===== src/rtl/aclk_controller.sv =====
// Alarm-clock key-entry sequencer: decodes keypad codes into a 4-digit entry buffer and
// drives the counter/alarm load strobes and display selects. Optional ACLK_CTRL_TIME_CHECK_EN adds an err output.
module aclk_controller #(
  parameter int unsigned TIMEOUT_SEC = 10
) (
  input  logic       clk,
  input  logic       reset,
  input  logic       one_second,
  input  logic [3:0] key,
  output logic [3:0] new_time_ms_hr,
  output logic [3:0] new_time_ls_hr,
  output logic [3:0] new_time_ms_min,
  output logic [3:0] new_time_ls_min,
  output logic       load_new_c,
  output logic       load_new_a,
  output logic       show_a,
  output logic       show_new_time
`ifdef ACLK_CTRL_TIME_CHECK_EN
  ,
  output logic       err
`endif
);

  localparam logic [2:0] SHOW_TIME   = 3'd0;
  localparam logic [2:0] KEY_STORED  = 3'd1;
  localparam logic [2:0] KEY_WAITED  = 3'd2;
  localparam logic [2:0] KEY_ENTERED = 3'd3;
  localparam logic [2:0] LOAD_WAIT   = 3'd4;
  localparam logic [2:0] SHOW_ALARM  = 3'd5;

  localparam logic [7:0] LAST_COUNT = 8'(TIMEOUT_SEC - 1);

  logic [1:0]  rst_sync;
  logic        rst_n;
  logic [2:0]  state, next_state;
  logic [15:0] digits, next_digits;
  logic [7:0]  count, next_count, count_inc;
  logic        next_load_c, next_load_a;
  logic        is_digit, is_none, is_alarm, is_time, timeout;

  // Assertion reaches the state flops immediately; release is aligned to clk.
  always_ff @(posedge clk or negedge reset) begin
    if (!reset) rst_sync <= 2'b00;
    else        rst_sync <= {rst_sync[0], 1'b1};
  end
  assign rst_n = rst_sync[1];

  assign is_digit  = (key <= 4'd9);
  assign is_alarm  = (key == 4'hA);
  assign is_time   = (key == 4'hB);
  assign is_none   = (key >= 4'hC);
  assign timeout   = one_second && (count == LAST_COUNT);
  assign count_inc = (one_second && count != 8'hFF) ? count + 8'd1 : count;

`ifdef ACLK_CTRL_TIME_CHECK_EN
  logic next_err, buffer_ok;
  assign buffer_ok = (digits[15:12] <= 4'd2)
                  && (digits[15:12] != 4'd2 || digits[11:8] <= 4'd3)
                  && (digits[11:8] <= 4'd9)
                  && (digits[7:4] <= 4'd5)
                  && (digits[3:0] <= 4'd9);
`endif

  always_comb begin
    // NOTE: every signal gets a default before the case so no path leaves it unassigned (no latches).
    next_state  = state;
    next_digits = digits;
    next_count  = count;
    next_load_c = 1'b0;
    next_load_a = 1'b0;
`ifdef ACLK_CTRL_TIME_CHECK_EN
    next_err    = 1'b0;
`endif
    case (state)
      SHOW_TIME: begin
        if (is_alarm) begin
          next_state = SHOW_ALARM;
        end else if (is_digit) begin
          next_state  = KEY_STORED;
          next_digits = {12'h000, key};
        end
      end
      KEY_STORED: begin
        next_state = KEY_WAITED;
        next_count = 8'd0;
      end
      KEY_WAITED: begin
        next_count = count_inc;
        if (timeout)      next_state = SHOW_TIME;
        else if (is_none) next_state = KEY_ENTERED;
      end
      KEY_ENTERED: begin
        next_count = count_inc;
        if (is_digit) begin
          next_state  = KEY_STORED;
          next_digits = {digits[11:0], key};
        end else if (is_time || is_alarm) begin
          next_state = LOAD_WAIT;
`ifdef ACLK_CTRL_TIME_CHECK_EN
          if (!buffer_ok) begin
            next_err = 1'b1;
          end else begin
            next_load_c = is_time;
            next_load_a = is_alarm;
          end
`else
          next_load_c = is_time;
          next_load_a = is_alarm;
`endif
        end else if (timeout) begin
          next_state = SHOW_TIME;
        end
      end
      LOAD_WAIT:  if (is_none) next_state = SHOW_TIME;
      SHOW_ALARM: if (is_none) next_state = SHOW_TIME;
      default:    next_state = SHOW_TIME;
    endcase
  end

  // Selects are registered from the next state so they line up with the state register.
  always_ff @(posedge clk or negedge rst_n) begin
    if (!rst_n) begin
      state         <= SHOW_TIME;
      digits        <= 16'h0000;
      count         <= 8'd0;
      load_new_c    <= 1'b0;
      load_new_a    <= 1'b0;
      show_a        <= 1'b0;
      show_new_time <= 1'b0;
    end else begin
      state         <= next_state;
      digits        <= next_digits;
      count         <= next_count;
      load_new_c    <= next_load_c;
      load_new_a    <= next_load_a;
      show_a        <= (next_state == SHOW_ALARM);
      show_new_time <= (next_state == KEY_STORED) || (next_state == KEY_WAITED)
                    || (next_state == KEY_ENTERED) || (next_state == LOAD_WAIT);
    end
  end

`ifdef ACLK_CTRL_TIME_CHECK_EN
  always_ff @(posedge clk or negedge rst_n) begin
    if (!rst_n) err <= 1'b0;
    else        err <= next_err;
  end
`endif

  assign new_time_ms_hr  = digits[15:12];
  assign new_time_ls_hr  = digits[11:8];
  assign new_time_ms_min = digits[7:4];
  assign new_time_ls_min = digits[3:0];

endmodule


===== config.mk =====
export PLATFORM = sky130hd
export DESIGN_NAME = aclk_controller
export DESIGN_NICKNAME = d
export VERILOG_FILES = /design/src/rtl/aclk_controller.sv
export SDC_FILE = /design/constraint.sdc
export NUM_CORES = 1
export LEC_CHECK = 0
export CAP_MARGIN = 20
export CORE_MARGIN = 2
export CORE_UTILIZATION = 38
export CTS_BUF_LIST = sky130_fd_sc_hd__clkbuf_4 sky130_fd_sc_hd__clkbuf_8 sky130_fd_sc_hd__clkbuf_16
export CTS_CLUSTER_DIAMETER = 120
export CTS_CLUSTER_SIZE = 14
export DETAILED_ROUTE_END_ITERATION = 16
export PLACE_DENSITY_LB_ADDON = 0.05
export SLEW_MARGIN = 0
export SYNTH_ARGS = -nofsm -noshare
export SYNTH_HDL_FRONTEND = slang
export SYNTH_SLANG_ARGS = --single-unit
export TNS_END_PERCENT = 20

===== constraint.sdc =====
create_clock -name clk -period 1.5 [get_ports clk]
set_clock_uncertainty 0.1 [all_clocks]
set_input_delay 0.45 -clock clk [delete_from_list [all_inputs] [get_ports clk]]
set_output_delay 0.45 -clock clk [all_outputs]
set_load 0.05 [all_outputs]

==> flow_metrics.py <==
metrics = {
    "timing": {
        "period_share_pct": 111,
        "fmax_mhz": 603,
        "hold_viol": 0,
        "period_minus_slack_ps": 1660,
        "setup_viol": 23,
        "rsz0062_at_grt": "true",
        "finalMaxSlewViolations": 0,
        "setup_slack_ps": -158,
    },
    "die": {
        "start_util_pct": 40.1,
        "dieArea_mm2": 0.00441,
        "core_area_mm2": 0.00369,
        "rows": 22,
        "io_pins": 27,
        "die_w_um": 66.4,
        "die_h_um": 66.4,
    },
    "run": {
        "cap_violations": 0,
    },
    "synth": {
        "netlist.area_leader.share_pct": 55.8,
        "ys_top_cells_by_count": "33 x dfrtp_1, 16 x nand2_1, 12 x a22o_1, 12 x nor2_1, 6 x xor2_1",
        "synth_edf_count": 0,
        "syn_avg_cell_area_um2": 11.7,
        "syn_inst": 126,
        "ys_seq_area_share_pct": 55.8,
        "synth_cell_types": 38,
        "yosysWarningCount": 0,
        "ys_seq_elements": 33,
        "synth-async-reset-ratio_pct": 100,
        "syn_nets": 135,
        "synth_area_leaders": "dfrtp_1 56%, a22o_1 7.1%, nand2_1 4.1%",
        "synth_area_leader_cell": "dfrtp_1",
        "syn_area_mm2": 0.00148,
        "yosysMostFrequentCell": "dfrtp_1",
        "ys.flop_type": "dfrtp_1",
    },
    "grt": {
        "grt_pass1_wl_mm": 5.61,
        "globalRouteOverflowTotal": 0,
        "grt_pass1_vias": 1190,
        "track_usage_pct": 17.1,
        "antenna_found_initial": 0,
        "grt_max_degree": 32,
    },
    "clock_tree": {
        "h-tree-depth": 2,
        "root_buffer": "clkbuf_8",
        "clk_latency_ps": 280,
        "clk_pin_slew_ps": 70,
        "hold_buffers": 0,
        "numCtsBuffers": 5,
        "cts.path.max_buffers": 2,
        "numClockSinks": 33,
        "cts_tree": "yes",
    },
    "drt": {
        "routed_wl_mm": 3.37,
        "drt_iter0_drc": 76,
        "viasPerCell": 5.02,
        "firstDrtPassIters": 4,
        "avgRoutedWirePerCell_um": 14.0,
        "antenna_left": 0,
        "drc": 0,
        "vias": 1210,
    },
    "finish": {
        "fin_nets": 201,
        "diodes": 0,
        "drive_gt1_share_pct": 46.1,
        "syn_to_final_growth_pct": 63.5,
        "fill_cells": 283,
        "fin_util_pct": 65.6,
        "finalNonFillerCells": 241,
    },
    "setup_path": {
        "cpPeakStageDelay_ps": 430,
        "crit_family": "simple AND/OR/NAND/NOR gates",
        "cp_num_buf_inv": 0,
        "crit_cells": 5,
        "cp-end-kind": "register",
        "cp-start-kind": "register",
        "crit_slowest_cell": "dfrtp_2",
        "rrSetupSlack_ps": -160,
        "worstPathCellList": "nor4b_4 -> nand4_4 -> a221oi_4 -> nand3_2 -> xnor2_1",
        "critPathRequiredTime_ps": 1560,
        "reg2reg_depth": 5,
        "cp.arrival_ps": 1720,
        "path_class": "reg2reg",
        "worstPathMaxFanout": 4,
    },
    "min_path": {
        "hold_path_class": "reg2async",
    },
    "place": {
        "dp_cells": 223,
        "dp_hpwl_mm": 2.33,
        "port_buffers": 26,
        "gp_congestion": 0.804,
    },
    "pwr": {
        "p_total_w": 0.00494,
        "p_leak_nw": 1.15,
        "power.density_mw_per_mm2": 2040,
        "ir_drop_uv": 856,
    },
    "status": {
        "violations": "setup timing",
        "status": "finished, violations left",
    },
}
per-stage QoR:
stage	hold WS, ps	setup TNS, ps	setup WS [ps]	cell area [µm²]
2_1_floorplan	54.4	-1800	-181	1490
3_3_place_gp	169	-15930	-605	2180
3_5_place_dp	180	-16940	-702	2180
4_1_cts	197	-1510	-178	2330
5_1_grt	215	-2910	-260	2420
6_report	172	-1490	-158	2420
routing by layer:
metal | track usage [%] | up-vias | routed length [µm]
met1 | 21.2 | 597 | 1390
met5 | 0 | - | 0
met4 | 5.36 | 0 | 52
met2 | 28.9 | 32 | 1750
li1 | - | 572 | -
met3 | 4.77 | 9 | 171
kinds of logic after synthesis:
family	Yosys count	share of synthesized area, %
AND/OR/NAND/NOR	50	19.7
flip-flops	33	55.8
buffers and inverters	9	3.04
other	1	0.254
AO/OA/AOI/OAI	22	14.0
XOR/XNOR	8	4.74
adder cells (fa/ha/maj)	2	1.69
multiplexers	1	0.761
repair_timing:
action | CTS | global route
pin swaps | 15 | 12
endpoints found under the setup margin | 29 | 28
setup buffers | 4 | 4
gates resized for setup | 18 | 16
gates cloned | 2 | 0
path summary, 6_finish.rpt:
kind                              from       endpoint
hold / removal             rst_sync[1]     load_new_c
setup / recovery              count[4]  show_new_time
max in group asynchronous  rst_sync[1]       count[4]
setup reg to reg              count[4]  show_new_time
min in group clk           rst_sync[0]    rst_sync[1]
hold reg to reg            rst_sync[1]     load_new_c
layout make-up:
class	count	area [µm²]	share of cell area, %
tap	48	60.1	2.48
multi-input combinational	84	673	27.8
sequential	33	828	34.2
inverter	4	15.0	0.621
timing repair buffer	64	756	31.2
clock buffer	6	76.3	3.16
clock inverter	2	10.0	0.414
cells in the final DEF (no fill, tap or decap), drive strengths merged, types with 2 or more instances in the layout:
master	count
clkinv	2
nand2	16
xnor2	2
inv	4
buf	60
ha	2
nand3b	3
nand4	3
xor2	6
clkbuf	6
dfrtp	33
and3b	2
nor3b	2
nand3	4
a22o	12
a21oi	2
nor2	12
state kept, by name, summed over array words and instances, names as in the netlist:
| signal | flops |
|---|---|
| show_new_time | 1 |
| show_a | 1 |
| load_new_c | 1 |
| digits | 16 |
| state | 3 |
| rst_sync | 2 |
| count | 8 |
| load_new_a | 1 |
power breakdown:
part / internal [W] / switching (W)
Sequential: 0.00113 / 0.000290
Combinational: 0.00148 / 0.00140
Clock: 0.000339 / 0.000306
Power figures use the tool's default switching activity.
